### config.mk
export PLATFORM = sky130hd
export DESIGN_NAME = add_sub_serial_flat
export DESIGN_NICKNAME = d
export VERILOG_FILES = /design/src/rtl/add_sub_serial_pkg.sv /design/src/rtl/add_sub_serial_if.sv /design/src/rtl/add_sub_serial_slice.sv /design/src/rtl/add_sub_serial.sv /design/src/flat_wrapper.sv
export SDC_FILE = /design/constraint.sdc
export NUM_CORES = 1
export LEC_CHECK = 0
export CAP_MARGIN = 20
export CORE_MARGIN = 1
export CORE_UTILIZATION = 50
export CTS_CLUSTER_SIZE = 16
export DETAILED_ROUTE_END_ITERATION = 10
export GPL_ROUTABILITY_DRIVEN = 0
export PLACE_DENSITY = 0.77
export SLEW_MARGIN = 5
export SYNTH_ARGS = -nofsm -noshare
export SYNTH_HDL_FRONTEND = slang
export SYNTH_SLANG_ARGS = --single-unit
### constraint.sdc
create_clock -name clk -period 8.7 [get_ports clk]
set_input_delay 2.175 -clock clk [delete_from_list [all_inputs] [get_ports clk]]
set_output_delay 2.175 -clock clk [all_outputs]
set_load 0.005 [all_outputs]
### src/rtl/add_sub_serial_pkg.sv
// Shared types and helpers for the slice-serial add/sub block.
package add_sub_pkg;

  // Controller states: waiting for operands, stepping slices, holding the result.
  typedef enum logic [1:0] {
    IDLE = 2'd0,
    CALC = 2'd1,
    DONE = 2'd2
  } state_t;

  // Opcode values carried on the control input.
  localparam logic OP_ADD = 1'b1;
  localparam logic OP_SUB = 1'b0;

  // Default geometry: a 16-bit datapath stepped one byte per clock.
  localparam int DEF_WIDTH = 16;
  localparam int DEF_SLICE = 8;

  // Signed two's-complement overflow, decided from the sign bits only.
  // Add overflows when like-signed operands give a result of the other sign;
  // subtract overflows when unlike-signed operands give a result whose sign
  // differs from the minuend.
  function automatic logic signed_ovf(input logic op, input logic sign_a,
                                      input logic sign_b, input logic sign_r);
    logic v;
    if (op == OP_ADD) begin
      v = (sign_a == sign_b) && (sign_r != sign_a);
    end else begin
      v = (sign_a != sign_b) && (sign_r != sign_a);
    end
    return v;
  endfunction

endpackage

### src/rtl/add_sub_serial_if.sv
// Operand and result channels of add_sub_serial.
//
// Both channels use the same valid/ready rule: a transfer happens on a rising
// clock edge where valid and ready are both high. The sender keeps valid and
// its payload steady until that edge; the receiver may raise or drop ready at
// any time. Nothing is transferred on an edge where either one is low.
interface add_sub_serial_if
  import add_sub_pkg::*;
#(
  parameter int WIDTH = DEF_WIDTH
);

  // Operand channel (producer -> block)
  logic             in_valid;
  logic             in_ready;
  logic [WIDTH-1:0] a;
  logic [WIDTH-1:0] b;
  logic             control;

  // Result channel (block -> consumer)
  logic             out_valid;
  logic             out_ready;
  logic [WIDTH-1:0] result;
  logic             carry_out;
  logic             ovf;

  // Producer/consumer side of the block.
  modport master (
    output in_valid, a, b, control, out_ready,
    input  in_ready, out_valid, result, carry_out, ovf
  );

  // The arithmetic block itself.
  modport slave (
    input  in_valid, a, b, control, out_ready,
    output in_ready, out_valid, result, carry_out, ovf
  );

endinterface

### src/rtl/add_sub_serial_slice.sv
// One SLICE-bit add/subtract step with carry/borrow in and out.
module add_sub_slice
  import add_sub_pkg::*;
#(
  parameter int SLICE = DEF_SLICE
) (
  input  logic [SLICE-1:0] a_s,
  input  logic [SLICE-1:0] b_s,
  input  logic             op,
  input  logic             c_in,
  output logic [SLICE-1:0] res_s,
  output logic             c_out
);

  // One extra bit on top catches the carry on add; on subtract it goes to 1
  // exactly when the difference would be negative, which is the borrow.
  logic [SLICE:0] acc;

  // Compute the slice sum or difference including the incoming carry/borrow.
  always_comb begin
    acc = '0;
    if (op == OP_ADD) begin
      acc = {1'b0, a_s} + {1'b0, b_s} + {{SLICE{1'b0}}, c_in};
    end else begin
      acc = {1'b0, a_s} - {1'b0, b_s} - {{SLICE{1'b0}}, c_in};
    end
    res_s = acc[SLICE-1:0];
    c_out = acc[SLICE];
  end

endmodule

### src/rtl/add_sub_serial.sv
// Slice-serial add/subtract: takes an operand pair, walks it LSB slice first
// through a single slice adder, then presents result and flags until taken.
module add_sub_serial
  import add_sub_pkg::*;
#(
  parameter int WIDTH = DEF_WIDTH,
  parameter int SLICE = DEF_SLICE
) (
  input  logic              clk,
  input  logic              rst,
  add_sub_serial_if.slave   bus,
  output state_t            dbg_state
);

  localparam int NUM_SLICES = WIDTH / SLICE;
  localparam int IDX_W      = (NUM_SLICES > 1) ? $clog2(NUM_SLICES) : 1;
  localparam logic [IDX_W-1:0] LAST_IDX = IDX_W'(NUM_SLICES - 1);

  // Operands and result are kept slice-addressable so the index counter can
  // pick one slice per cycle without shifting the whole word.
  typedef logic [NUM_SLICES-1:0][SLICE-1:0] word_t;

  state_t           state_q, state_d;
  word_t            a_q, a_d;
  word_t            b_q, b_d;
  word_t            res_q, res_d;
  logic             op_q, op_d;
  logic             cy_q, cy_d;          // running carry/borrow between slices
  logic             carry_out_q, carry_out_d;
  logic             ovf_q, ovf_d;
  logic             out_valid_q, out_valid_d;
  logic [IDX_W-1:0] idx_q, idx_d;

  logic             in_ready;
  logic             accept;
  logic [SLICE-1:0] a_s;
  logic [SLICE-1:0] b_s;
  logic [SLICE-1:0] res_s;
  logic             c_out;

  // Ready only while idle, and never while reset is asserted so no operand
  // can be taken on an edge that is about to be discarded.
  assign in_ready = (state_q == IDLE) && !rst;
  assign accept   = bus.in_valid && in_ready;

  assign a_s = a_q[idx_q];
  assign b_s = b_q[idx_q];

  add_sub_slice #(
    .SLICE (SLICE)
  ) u_slice (
    .a_s   (a_s),
    .b_s   (b_s),
    .op    (op_q),
    .c_in  (cy_q),
    .res_s (res_s),
    .c_out (c_out)
  );

  // Next-state and datapath updates for the accept / step / hold sequence.
  always_comb begin
    state_d     = state_q;
    a_d         = a_q;
    b_d         = b_q;
    res_d       = res_q;
    op_d        = op_q;
    cy_d        = cy_q;
    carry_out_d = carry_out_q;
    ovf_d       = ovf_q;
    out_valid_d = out_valid_q;
    idx_d       = idx_q;

    case (state_q)
      IDLE: begin
        if (accept) begin
          // Operands are captured here only; later changes on the bus are
          // invisible to the running operation.
          a_d     = bus.a;
          b_d     = bus.b;
          op_d    = bus.control;
          cy_d    = 1'b0;
          idx_d   = '0;
          state_d = CALC;
        end
      end

      CALC: begin
        res_d[idx_q] = res_s;
        cy_d         = c_out;
        idx_d        = idx_q + 1'b1;
        if (idx_q == LAST_IDX) begin
          // The top slice carries the sign bits, so the flags settle here.
          carry_out_d = c_out;
          ovf_d       = signed_ovf(op_q, a_q[NUM_SLICES-1][SLICE-1],
                                   b_q[NUM_SLICES-1][SLICE-1], res_s[SLICE-1]);
          out_valid_d = 1'b1;
          idx_d       = '0;
          state_d     = DONE;
        end
      end

      DONE: begin
        if (bus.out_ready) begin
          out_valid_d = 1'b0;
          state_d     = IDLE;
        end
      end

      default: begin
        out_valid_d = 1'b0;
        state_d     = IDLE;
      end
    endcase
  end

  // State and datapath registers; reset abandons any in-flight operation.
  always_ff @(posedge clk) begin
    if (rst) begin
      state_q     <= IDLE;
      a_q         <= '0;
      b_q         <= '0;
      res_q       <= '0;
      op_q        <= OP_SUB;
      cy_q        <= 1'b0;
      carry_out_q <= 1'b0;
      ovf_q       <= 1'b0;
      out_valid_q <= 1'b0;
      idx_q       <= '0;
    end else begin
      state_q     <= state_d;
      a_q         <= a_d;
      b_q         <= b_d;
      res_q       <= res_d;
      op_q        <= op_d;
      cy_q        <= cy_d;
      carry_out_q <= carry_out_d;
      ovf_q       <= ovf_d;
      out_valid_q <= out_valid_d;
      idx_q       <= idx_d;
    end
  end

  assign bus.in_ready  = in_ready;
  assign bus.out_valid = out_valid_q;
  assign bus.result    = res_q;
  assign bus.carry_out = carry_out_q;
  assign bus.ovf       = ovf_q;
  assign dbg_state     = state_q;

endmodule

### src/flat_wrapper.sv
// flat-port wrapper written by rule: the top's interface ports become plain ports
module add_sub_serial_flat import add_sub_pkg::*;
#(
  parameter int WIDTH = DEF_WIDTH,
  parameter int SLICE = DEF_SLICE
)
  (clk, rst, dbg_state, bus_in_valid, bus_a, bus_b, bus_control, bus_out_ready, bus_in_ready, bus_out_valid, bus_result, bus_carry_out, bus_ovf);
  add_sub_serial_if #(.WIDTH(WIDTH)) bus_i ();
  input  logic clk;
  input  logic rst;
  output state_t dbg_state;
  input wire logic [$bits(bus_i.in_valid)-1:0] bus_in_valid;
  input wire logic [$bits(bus_i.a)-1:0] bus_a;
  input wire logic [$bits(bus_i.b)-1:0] bus_b;
  input wire logic [$bits(bus_i.control)-1:0] bus_control;
  input wire logic [$bits(bus_i.out_ready)-1:0] bus_out_ready;
  output wire logic [$bits(bus_i.in_ready)-1:0] bus_in_ready;
  output wire logic [$bits(bus_i.out_valid)-1:0] bus_out_valid;
  output wire logic [$bits(bus_i.result)-1:0] bus_result;
  output wire logic [$bits(bus_i.carry_out)-1:0] bus_carry_out;
  output wire logic [$bits(bus_i.ovf)-1:0] bus_ovf;
  assign bus_i.in_valid = bus_in_valid;
  assign bus_i.a = bus_a;
  assign bus_i.b = bus_b;
  assign bus_i.control = bus_control;
  assign bus_i.out_ready = bus_out_ready;
  assign bus_in_ready = bus_i.in_ready;
  assign bus_out_valid = bus_i.out_valid;
  assign bus_result = bus_i.result;
  assign bus_carry_out = bus_i.carry_out;
  assign bus_ovf = bus_i.ovf;
  add_sub_serial #(.WIDTH(WIDTH), .SLICE(SLICE)) u_core (.clk(clk), .rst(rst), .bus(bus_i), .dbg_state(dbg_state));
endmodule
==> flow_metrics.py <==
metrics = {
    "run_status": {
        "status": "completed",
    },
    "logic_synthesis": {
        "ys_types": 41,
        "synth_top_family_by_area": "simple AND/OR/NAND/NOR gates",
        "synth_compound_area_share_pct": 17.1,
        "synthAdderAreaFrac_pct": 10.0,
        "synthMuxAreaShare_pct": 8.58,
        "ys_seq_area_share_pct": 35.4,
        "synthXorXnorAreaFrac_pct": 2.49,
        "yosysWarnings": 0,
        "synth_simple_gate_area_share_pct": 21.3,
        "postSynthCellCount": 376,
        "synth_area_um2": 3170,
        "yosys_register_bits": 56,
        "synth.avg_cell_area_um2": 8.42,
        "syn_nets": 436,
    },
    "cts": {
        "clk_path_buf_depth": 2,
        "ctsHoldBuffers": 0,
        "cts.reportedPaths.clkPinSlew_ps": 100,
        "cts_max_level": 2,
        "clockRootBuffer": "clkbuf_8",
        "cts_buffers": 5,
        "cts_resized": 0,
        "cts_tree": "built",
        "clock_sinks": 56,
        "clk_latency_ps": 300,
        "cts_setup_buffers": 0,
    },
    "worst_setup_path": {
        "criticalPathCategory": "input pin to output port",
        "crit_chain": "clkdlybuf4s50_1 > buf_4 > nor3_1 > clkdlybuf4s50_1",
        "startpoint_type": "input pin",
        "crit_arrival_ps": 3670,
        "critPathRequiredTime_ps": 6530,
        "critical-path-top-delay-family": "buffers and inverters",
        "max_stage_delay_ps": 550,
        "path_max_fanout": 57,
        "critical_path_buf_inv_count": 3,
        "worst_path_max_delay_cell": "clkdlybuf4s50_1",
        "crit_path_frequent_cell": "clkdlybuf4s50_1",
        "cp-end-kind": "output port",
    },
    "worst_hold_path": {
        "holdCritPathClass": "flop to flop",
    },
    "power_and_ir_drop": {
        "ir_drop_mv": 0.102,
        "p_per_area_nw_per_um2": 182,
        "leakagePower_nw": 1.54,
    },
    "finish": {
        "final_cells": 499,
        "n_antenna_cell": 0,
        "layout_common_cells": "clkdlybuf4s50_1 (58), dfxtp_1 (56), nand2_1 (46), nand2b_1 (37), o21ai_0 (36)",
        "area_growth_pct": 23.6,
        "final_common_cell": "clkdlybuf4s50_1",
        "drive_above_1_share_pct": 7.08,
        "final_net_count": 484,
    },
    "die": {
        "fp.dieH_um": 81.6,
        "fp.dieW_um": 81.6,
        "start_util_pct": 52.5,
        "core_area_um2": 6030,
        "die_area_um2": 6650,
        "ios": 59,
        "rows": 28,
    },
    "grt": {
        "antenna_found_initial": 0,
        "grt_pass1_wl_um": 10700,
        "track_usage_pct": 20.8,
        "grt_overflow": 0,
        "grt_start_max_net_pins": 68,
        "grt_pass1_vias": 2343,
    },
    "timing": {
        "rsz0062_at_grt": "false",
        "fin_skew_ps": 10.6,
        "worstMarginPinSlew_ps": 1070,
        "relSlewSlack_pct": 28.3,
        "setup_tns_ps": 0,
        "fmax_mhz": 171,
        "hold_violations": 0,
        "maxSlewViolCount": 0,
        "finalSetupViolations": 0,
        "fin_crit_sh_pct": 67.2,
        "fin_crit_ps": 5840,
    },
    "place": {
        "hpwl_um": 4720,
        "io_buffers": 58,
        "dp_cells": 491,
    },
    "drt": {
        "routedWlPerCell_um": 12.8,
        "drt-initial-drc-count": 133,
        "vias_per_cell": 5.24,
        "drt_first_pass_iters": 4,
        "ant_nets": 0,
        "drc": 0,
        "num_vias": 2613,
        "wl_um": 6400,
    },
    "flow_run": {
        "drv_cap": 0,
    },
}
[path summary, 6_finish.rpt]
path,start,end,slack [ps],depth (start not counted)
max,rst,bus_in_ready,2860,4
min,u_core.bus.result[10],u_core.bus.result[10],460,2
max reg2reg,u_core.idx_q,u_core.bus.result[6],4960,10
min reg2reg,u_core.bus.result[10],u_core.bus.result[10],460,2
[stage by stage]
step | area, um^2 | setup slack [ps] | utilization, % | power [mW] | hold slack [ps]
floorplan | 3170 | 4160 | - | 0.455 | 446
global placement | 3770 | 2920 | 62.6 | 0.517 | 442
detailed placement | 3770 | 2840 | 62.6 | 0.524 | 450
CTS | 3900 | 2840 | 64.8 | 0.715 | 463
global route | 3910 | 2740 | 64.9 | 0.755 | 491
finish | 3910 | 2860 | 64.9 | 0.711 | 465
[report_power, final]
group	leakage (nW)	switching, mW	internal, mW
registers	0.459	0.0166	0.277
logic	1.02	0.116	0.110
clock network	0.0642	0.0776	0.113
[logic make-up (layout without fill, tap and decap cells)]
group | Yosys count | count (layout)
flops | 56 | 56
compound gates | 83 | 83
buf+inv | 42 | 90
mux | 25 | 25
fa+ha+maj | 23 | 23
simple gates | 138 | 138
xor+xnor | 9 | 9
[registers in the layout, summed over array words and instances (netlist names)]
| signal | cells |
|---|---|
| u_core.idx_q | 1 |
| u_core.bus.result | 16 |
| u_core.bus.carry_out | 1 |
| u_core.cy_q | 1 |
| u_core.bus.out_valid | 1 |
| u_core.dbg_state | 2 |
| u_core.b_q | 16 |
| u_core.bus.ovf | 1 |
| u_core.op_q | 1 |
| u_core.a_q | 16 |
[layer usage]
| metal | vias up | track usage, % | share of wire [%] |
|---|---|---|---|
| li1 | 1365 | - | - |
| met1 | 1186 | 27.3 | 46 |
| met2 | 60 | 35.9 | 50 |
| met3 | 2 | 4.00 | 4.0 |
| met4 | 0 | 3.16 | 0.34 |
| met5 | - | 0 | 0 |
[tightest hold or removal path, stage by stage (launching register included)]
cell and delay [ps]:
dfxtp_1 320, nand2_1 50, a21oi_1 50
[cells in the mapped netlist]
master	n	area share (%)
nand2b_1	37	7.3
a21o_1	1	0.24
and3b_1	1	0.28
and3_1	1	0.20
buf_1	1	0.12
fa_1	4	2.5
o21bai_1	2	0.47
a2111oi_2	1	0.47
nor3_1	5	0.79
xnor2_1	7	1.9
a211oi_1	15	3.6
inv_1	23	2.7
buf_2	2	0.32
nor2_1	29	3.4
o21a_1	2	0.47
a311oi_2	1	0.47
or2_2	2	0.40
nand2_1	46	5.5
xor2_1	2	0.55
o22a_1	1	0.28
a2111oi_4	1	0.87
a21oi_1	15	2.4
o31ai_1	2	0.47
nand4b_1	2	0.55
nor4_1	1	0.20
o211ai_2	2	0.79
mux2_2	9	3.2
and2_1	2	0.40
nor2b_1	4	0.79
clkbuf_1	16	1.9
and4_4	1	0.36
mux2i_1	14	4.4
nand4_1	1	0.20
o21ai_0	36	5.7
o311ai_0	1	0.28
a21oi_2	1	0.28
a31oi_1	2	0.40
nand3_1	6	0.95
mux2_4	2	0.95
ha_1	19	7.5
dfxtp_1	56	35
[layout make-up]
cell class / instances / area, um^2
clock buffers: 5 / 68.8
clock inverters: 2 / 60.1
fillers: 537 / 2110
inverters: 23 / 86.3
multi-input cells: 278 / 1890
flip-flops and latches: 56 / 1120
well taps: 75 / 93.8
repair buffers: 60 / 596
No activity file was read; power rests on OpenSTA's default activity.
